`config.mk`:
```
export PLATFORM = sky130hd
export DESIGN_NAME = line_repeat_ctrl_flat
export DESIGN_NICKNAME = d
export VERILOG_FILES = /design/src/rtl/img_proc_pkg.sv /design/src/rtl/axi4_stream_if.sv /design/src/rtl/line_repeat_ctrl.sv /design/src/flat_wrapper.sv
export SDC_FILE = /design/constraint.sdc
export NUM_CORES = 1
export LEC_CHECK = 0
export ABC_AREA = 1
export BUFFER_PORTS_ARGS = -buffer_cell sky130_fd_sc_hd__clkbuf_2
export CAP_MARGIN = 20
export CORE_AREA = 2 2 58 60
export DETAILED_ROUTE_END_ITERATION = 16
export DIE_AREA = 0 0 60 62
export GPL_TIMING_DRIVEN = 0
export PLACE_DENSITY = 0.84
export REMOVE_ABC_BUFFERS = 1
export SYNTH_ARGS = -nofsm -noshare
export SYNTH_HDL_FRONTEND = slang
export SYNTH_SLANG_ARGS = --single-unit
```
`constraint.sdc`:
```
create_clock -name clk_i -period 2.6 [get_ports clk_i]
set_input_delay 0.52 -clock clk_i [delete_from_list [all_inputs] [get_ports clk_i]]
set_output_delay 0.52 -clock clk_i [all_outputs]
set_load 0.03 [all_outputs]
```
`src/rtl/img_proc_pkg.sv`:
```
// Shared image-processing types and helpers.
// Holds the line replication controller's state encoding and the repeat-count clamp.
package img_proc_pkg;

    typedef enum logic [2:0] {
        IDLE   = 3'd0,
        POP    = 3'd1,
        STREAM = 3'd2,
        GAP    = 3'd3,
        FLUSH  = 3'd4
    } line_repeat_state_t;

    // A request of 0 replicas still shows the line once; requests above max_rep saturate.
    function automatic int unsigned clamp_repeat(input int unsigned req, input int unsigned max_rep);
        int unsigned clamped;
        clamped = req;
        if (req == 0) begin
            clamped = 1;
        end else if (req > max_rep) begin
            clamped = max_rep;
        end
        return clamped;
    endfunction

endpackage

```
`src/rtl/axi4_stream_if.sv`:
```
// AXI4-Stream bundle with master/slave views.
// A beat transfers on a rising clock edge where tvalid && tready; once tvalid is raised the master holds it and the payload until that beat transfers.
interface axi4_stream_if #(
    parameter int unsigned DATA_WIDTH = 32,
    parameter int unsigned ID_WIDTH   = 4,
    parameter int unsigned DEST_WIDTH = 4
);

    logic                    tvalid;
    logic                    tready;
    logic [DATA_WIDTH-1:0]   tdata;
    logic [DATA_WIDTH/8-1:0] tstrb;
    logic [DATA_WIDTH/8-1:0] tkeep;
    logic                    tlast;
    logic                    tuser;
    logic [ID_WIDTH-1:0]     tid;
    logic [DEST_WIDTH-1:0]   tdest;

    modport master (
        output tvalid, tdata, tstrb, tkeep, tlast, tuser, tid, tdest,
        input  tready
    );

    modport slave (
        input  tvalid, tdata, tstrb, tkeep, tlast, tuser, tid, tdest,
        output tready
    );

endinterface

```
`src/rtl/line_repeat_ctrl.sv`:
```
// Read-side controller for line_buf: replays each stored line a programmable number of times,
// then flushes it, forwarding the replayed pixels downstream (integer vertical upscaling).
module line_repeat_ctrl
    import img_proc_pkg::*;
#(
    parameter  int unsigned TDATA_WIDTH  = 32,
    parameter  int unsigned MAX_REPEAT   = 8,
    localparam int unsigned REPEAT_WIDTH = $clog2(MAX_REPEAT + 1)
) (
    input  logic                    clk_i,
    input  logic                    rst_i,
    input  logic [REPEAT_WIDTH-1:0] repeat_i,
    input  logic                    sof_i,
    input  logic                    empty_i,
    input  logic                    unread_i,
    output logic                    pop_line_o,
    output logic                    flush_line_o,
    output logic                    busy_o,
    output line_repeat_state_t      state_o,
    axi4_stream_if.slave            video_i,
    axi4_stream_if.master           video_o
);

    line_repeat_state_t r_state;
    line_repeat_state_t w_next_state;

    logic [REPEAT_WIDTH-1:0] r_rep_total;
    logic [REPEAT_WIDTH-1:0] r_rep_cnt;
    logic [REPEAT_WIDTH-1:0] w_rep_total_next;
    logic [REPEAT_WIDTH-1:0] w_rep_cnt_next;
    logic [REPEAT_WIDTH-1:0] w_rep_clamped;

    logic r_pop;
    logic r_flush;

    logic w_in_stream;
    logic w_line_ready;
    logic w_last_beat;
    logic w_last_replica;
    logic w_unused_stream;

    assign w_in_stream    = (r_state == STREAM);
    assign w_line_ready   = unread_i && !empty_i;
    assign w_last_beat    = w_in_stream && video_i.tvalid && video_o.tready && video_i.tlast;
    assign w_last_replica = (r_rep_cnt == r_rep_total - REPEAT_WIDTH'(1));
    assign w_rep_clamped  = REPEAT_WIDTH'(clamp_repeat(32'(repeat_i), MAX_REPEAT));

    always_comb begin
        w_next_state     = r_state;
        w_rep_cnt_next   = r_rep_cnt;
        w_rep_total_next = r_rep_total;

        case (r_state)
            IDLE: begin
                if (w_line_ready) begin
                    w_next_state     = POP;
                    w_rep_total_next = w_rep_clamped;
                    w_rep_cnt_next   = '0;
                end
            end
            POP: begin
                w_next_state = STREAM;
            end
            STREAM: begin
                if (w_last_beat) begin
                    if (w_last_replica) begin
                        w_next_state = FLUSH;
                    end else begin
                        w_rep_cnt_next = r_rep_cnt + REPEAT_WIDTH'(1);
                        w_next_state   = GAP;
                    end
                end
            end
            GAP: begin
                w_next_state = POP;
            end
            FLUSH: begin
                w_next_state = IDLE;
            end
            default: begin
                w_next_state = IDLE;
            end
        endcase

        // line_buf discards its contents on SOF by itself, so an aborted line is never flushed.
        if (sof_i) begin
            w_next_state   = IDLE;
            w_rep_cnt_next = '0;
        end
    end

    always_ff @(posedge clk_i) begin
        if (rst_i) begin
            r_state     <= IDLE;
            r_rep_cnt   <= '0;
            r_rep_total <= REPEAT_WIDTH'(1);
            r_pop       <= 1'b0;
            r_flush     <= 1'b0;
        end else begin
            r_state     <= w_next_state;
            r_rep_cnt   <= w_rep_cnt_next;
            r_rep_total <= w_rep_total_next;
            r_pop       <= (w_next_state == POP);
            r_flush     <= (w_next_state == FLUSH);
        end
    end

    assign pop_line_o   = r_pop;
    assign flush_line_o = r_flush;
    assign busy_o       = (r_state != IDLE);
    assign state_o      = r_state;

    // Only the first replica of a frame's first line carries the SOF mark.
    assign video_o.tvalid = w_in_stream && video_i.tvalid;
    assign video_o.tdata  = video_i.tdata;
    assign video_o.tlast  = video_i.tlast;
    assign video_o.tuser  = video_i.tuser && (r_rep_cnt == '0);
    assign video_o.tstrb  = {(TDATA_WIDTH/8){1'b1}};
    assign video_o.tkeep  = {(TDATA_WIDTH/8){1'b1}};
    assign video_o.tid    = '0;
    assign video_o.tdest  = '0;
    assign video_i.tready = w_in_stream && video_o.tready;

    assign w_unused_stream = ^{video_i.tstrb, video_i.tkeep, video_i.tid, video_i.tdest};

endmodule

```
`src/flat_wrapper.sv`:
```
// flat-port wrapper written by rule: the top's interface ports become plain ports
module line_repeat_ctrl_flat import img_proc_pkg::*;
#(
    parameter  int unsigned TDATA_WIDTH  = 32,
    parameter  int unsigned MAX_REPEAT   = 8,
    localparam int unsigned REPEAT_WIDTH = $clog2(MAX_REPEAT + 1)
)
  (clk_i, rst_i, repeat_i, sof_i, empty_i, unread_i, pop_line_o, flush_line_o, busy_o, state_o, video_i_tvalid, video_i_tdata, video_i_tstrb, video_i_tkeep, video_i_tlast, video_i_tuser, video_i_tid, video_i_tdest, video_i_tready, video_o_tvalid, video_o_tdata, video_o_tstrb, video_o_tkeep, video_o_tlast, video_o_tuser, video_o_tid, video_o_tdest, video_o_tready);
  axi4_stream_if #(.DATA_WIDTH((32))) video_i_i ();
  axi4_stream_if #(.DATA_WIDTH((32))) video_o_i ();
  input  logic clk_i;
  input  logic rst_i;
  input  logic [REPEAT_WIDTH-1:0] repeat_i;
  input  logic sof_i;
  input  logic empty_i;
  input  logic unread_i;
  output logic pop_line_o;
  output logic flush_line_o;
  output logic busy_o;
  output line_repeat_state_t state_o;
  input wire logic [$bits(video_i_i.tvalid)-1:0] video_i_tvalid;
  input wire logic [$bits(video_i_i.tdata)-1:0] video_i_tdata;
  input wire logic [$bits(video_i_i.tstrb)-1:0] video_i_tstrb;
  input wire logic [$bits(video_i_i.tkeep)-1:0] video_i_tkeep;
  input wire logic [$bits(video_i_i.tlast)-1:0] video_i_tlast;
  input wire logic [$bits(video_i_i.tuser)-1:0] video_i_tuser;
  input wire logic [$bits(video_i_i.tid)-1:0] video_i_tid;
  input wire logic [$bits(video_i_i.tdest)-1:0] video_i_tdest;
  output wire logic [$bits(video_i_i.tready)-1:0] video_i_tready;
  output wire logic [$bits(video_o_i.tvalid)-1:0] video_o_tvalid;
  output wire logic [$bits(video_o_i.tdata)-1:0] video_o_tdata;
  output wire logic [$bits(video_o_i.tstrb)-1:0] video_o_tstrb;
  output wire logic [$bits(video_o_i.tkeep)-1:0] video_o_tkeep;
  output wire logic [$bits(video_o_i.tlast)-1:0] video_o_tlast;
  output wire logic [$bits(video_o_i.tuser)-1:0] video_o_tuser;
  output wire logic [$bits(video_o_i.tid)-1:0] video_o_tid;
  output wire logic [$bits(video_o_i.tdest)-1:0] video_o_tdest;
  input wire logic [$bits(video_o_i.tready)-1:0] video_o_tready;
  assign video_i_i.tvalid = video_i_tvalid;
  assign video_i_i.tdata = video_i_tdata;
  assign video_i_i.tstrb = video_i_tstrb;
  assign video_i_i.tkeep = video_i_tkeep;
  assign video_i_i.tlast = video_i_tlast;
  assign video_i_i.tuser = video_i_tuser;
  assign video_i_i.tid = video_i_tid;
  assign video_i_i.tdest = video_i_tdest;
  assign video_i_tready = video_i_i.tready;
  assign video_o_tvalid = video_o_i.tvalid;
  assign video_o_tdata = video_o_i.tdata;
  assign video_o_tstrb = video_o_i.tstrb;
  assign video_o_tkeep = video_o_i.tkeep;
  assign video_o_tlast = video_o_i.tlast;
  assign video_o_tuser = video_o_i.tuser;
  assign video_o_tid = video_o_i.tid;
  assign video_o_tdest = video_o_i.tdest;
  assign video_o_i.tready = video_o_tready;
  line_repeat_ctrl #(.TDATA_WIDTH(TDATA_WIDTH), .MAX_REPEAT(MAX_REPEAT)) u_core (.clk_i(clk_i), .rst_i(rst_i), .repeat_i(repeat_i), .sof_i(sof_i), .empty_i(empty_i), .unread_i(unread_i), .pop_line_o(pop_line_o), .flush_line_o(flush_line_o), .busy_o(busy_o), .state_o(state_o), .video_i(video_i_i), .video_o(video_o_i));
endmodule
```
==> metrics.yaml <==
synth.area.top_cells: "buf_4 (32%), dfxtp_1 (23%), nand2_1 (9.6%)"
drive_above_1_share: 0.207
period_needed_ps: 1880
nFillCells: 340
slew_viol_final: 0
grt_use_total: 0.184
post-route-drc-count: 0
drt-total-wl_mm: 3.33
skew_ps: 2.32
via_per_inst: 4.44
r2r_slack_ps: 900
p_leak_nw: 0.511
holdCritPathClass: "input pin to register"
port_buffers: 22
synth-seq-cells: 13
setup_slack_ps: 723
setup_viol: 0
cts.sinks: 13
dp_hpwl_mm: 2.92
drt-wirelength-per-cell_um: 17.0
gp_congestion: 0.783
cp-start-kind: "register"
yosys.area_share.adder: 0.0330
dp_slack_ps: 941
synth_cells: 162
synthSimpleGateAreaFrac: 0.245
grt_pass1_vias: 669
tritoncts: "yes"
cap_viol_max_count: 0
p_comb_frac: 0.218
hold_slack_ps: 472
status: "completed"
post_cts_resized: 0
p_per_area_mw_per_mm2: 426
ios: 119
core_sq_mm: 0.00318
synth_top_cell_by_area: "buf_4"
synth_xor_xnor_area_share: 0.0385
area_delta_synth_final_pct: -12.4
clock_latency_ps: 280
nNetsFinal: 215
fin_util: 0.313
peakVddDrop_v: 0.000261
synth-compound-area-share: 0.0506
overflow: 0
clockBufferDepth: 2
critPathKind: "register to output pin"
yosys_warnings: 0
cts-htree-levels: 1
cts_hold_buf: 0
drt-pass1-iter-count: 4
cts_setup_buffers: 0
finalSetupTns_ps: 0
switching_share: 0.326
numCtsBuffers: 3
fmax_mhz: 533
switchingPower_w: 0.000138
cp.arrival_ps: 1360
grt_pass1_wl_mm: 4.45
antenna_cells: 0
die-area_sq_mm: 0.00372
num_rows: 21
p_int_w: 0.000286
antenna_found_initial: 0
rsz0062_at_grt: "no"
synth_top_family_by_area: "buffers and inverters"
die_width_um: 60
synth_top_cell_area_share: 0.323
ys_types: 24
path_clk_slew_ps: 80
synth.mux.area_fraction: 0
drt_iter0_drc: 12
synth_seq_area_share: 0.229
grt_max_degree: 11
dieHeight_um: 62
fin_cells: 196
synth.avg_cell_area_sq_um: 7.02
required_ps: 2080
dp_cells: 192
syn_area_sq_mm: 0.00114
clkPwrFrac: 0.295
route.vias.total: 871
initial_utilization: 0.358
critPathCaptureType: "output pin"
cp_max_fo: 5
cts-root-buf: "clkbuf_4"
antenna_left: 0
hold_viol: 0
p_seq_frac: 0.487
timing.final.crit_share: 0.722
==> cell usage after synthesis <==
master	n
xor2_1	3
inv_1	17
o21ai_0	1
nor3_2	1
buf_6	1
dfxtp_1	13
nand3_1	10
a211oi_1	1
nand2_2	2
conb_1	2
xnor2_1	2
a21oi_1	9
nor4_1	2
or3b_1	1
nor2_1	9
buf_4	49
ha_1	3
or2_2	1
nor2_2	1
nor2_8	1
nand2_1	29
nor3_1	2
clkbuf_1	1
clkbuf_2	1
==> power by group through the flow <==
stage                     combinational (W)  sequential [W]  clock (W)
final                             0.0000927        0.000207   0.000125
after global routing               0.000105        0.000207   0.000141
after CTS                         0.0000927        0.000207   0.000127
after detailed placement          0.0000923        0.000211          0
after global placement            0.0000912        0.000211          0
after floorplan                   0.0000672        0.000213          0
==> through the flow <==
step	area, sq um	power (W)
final	996	0.000425
after global routing	996	0.000453
after CTS	996	0.000426
after detailed placement	970	0.000304
after global placement	970	0.000303
after floorplan	802	0.000280
==> worst paths after layout <==
kind,endpoint,startpoint,cells past startpoint
max,video_o_tuser,u_core.r_rep_cnt[0],5
min,u_core.flush_line_o,sof_i,2
max reg2reg,u_core.pop_line_o,u_core.r_rep_total[0],10
min reg2reg,u_core.r_rep_total[2],u_core.r_rep_total[2],2
==> cells by family (layout without fill, tap and decap cells) <==
kind of cell	after synthesis	count (layout)
AND/OR/NAND/NOR	59	59
other	2	16
XOR/XNOR	5	5
adder cells (fa/ha/maj)	3	3
buffers and inverters	69	43
AO/OA/AOI/OAI	11	11
flip-flops	13	13
==> final cells by class <==
class,count,area (sq um),area share
Multi-Input combinational cell,94,478,0.480
Sequential cell,13,260,0.261
Timing Repair Buffer,22,110,0.111
Inverter,17,63.8,0.0641
Tap cell,46,57.6,0.0578
Clock buffer,4,26.3,0.0264
==> critical path, cell delays in order (launching register included) <==
cell	delay [ps]
dfxtp_1	360
inv_1	120
ha_1	150
nand2_1	40
nor3_1	170
clkbuf_2	240
==> layer usage <==
metal | up-vias | global-route usage | wire (um)
met3 | 7 | 0.263 | 1100
met1 | 363 | 0.150 | 881
met5 | - | 0.0429 | 26
met2 | 89 | 0.239 | 1280
li1 | 410 | - | -
met4 | 2 | 0.0667 | 48
==> state kept, by name, indices dropped and copies added (netlist names) <==
| register | count |
|---|---|
| u_core.state_o | 3 |
| u_core.flush_line_o | 1 |
| u_core.r_rep_total | 4 |
| u_core.pop_line_o | 1 |
| u_core.r_rep_cnt | 4 |
==> cell usage in the layout, fill, tap and decap left out, types with 2 or more instances in the layout <==
master | Yosys | final
nand3_1 | 10 | 10
nor3_1 | 2 | 2
dfxtp_1 | 13 | 13
a21oi_1 | 9 | 9
xnor2_1 | 2 | 2
clkbuf_4 | 0 | 3
nand2_2 | 2 | 2
ha_1 | 3 | 3
conb_1 | 2 | 16
nor2_1 | 9 | 9
nor4_1 | 2 | 2
nand2_1 | 29 | 29
clkbuf_2 | 1 | 22
xor2_1 | 3 | 3
inv_1 | 17 | 17
Power figures use the tool's default switching activity.
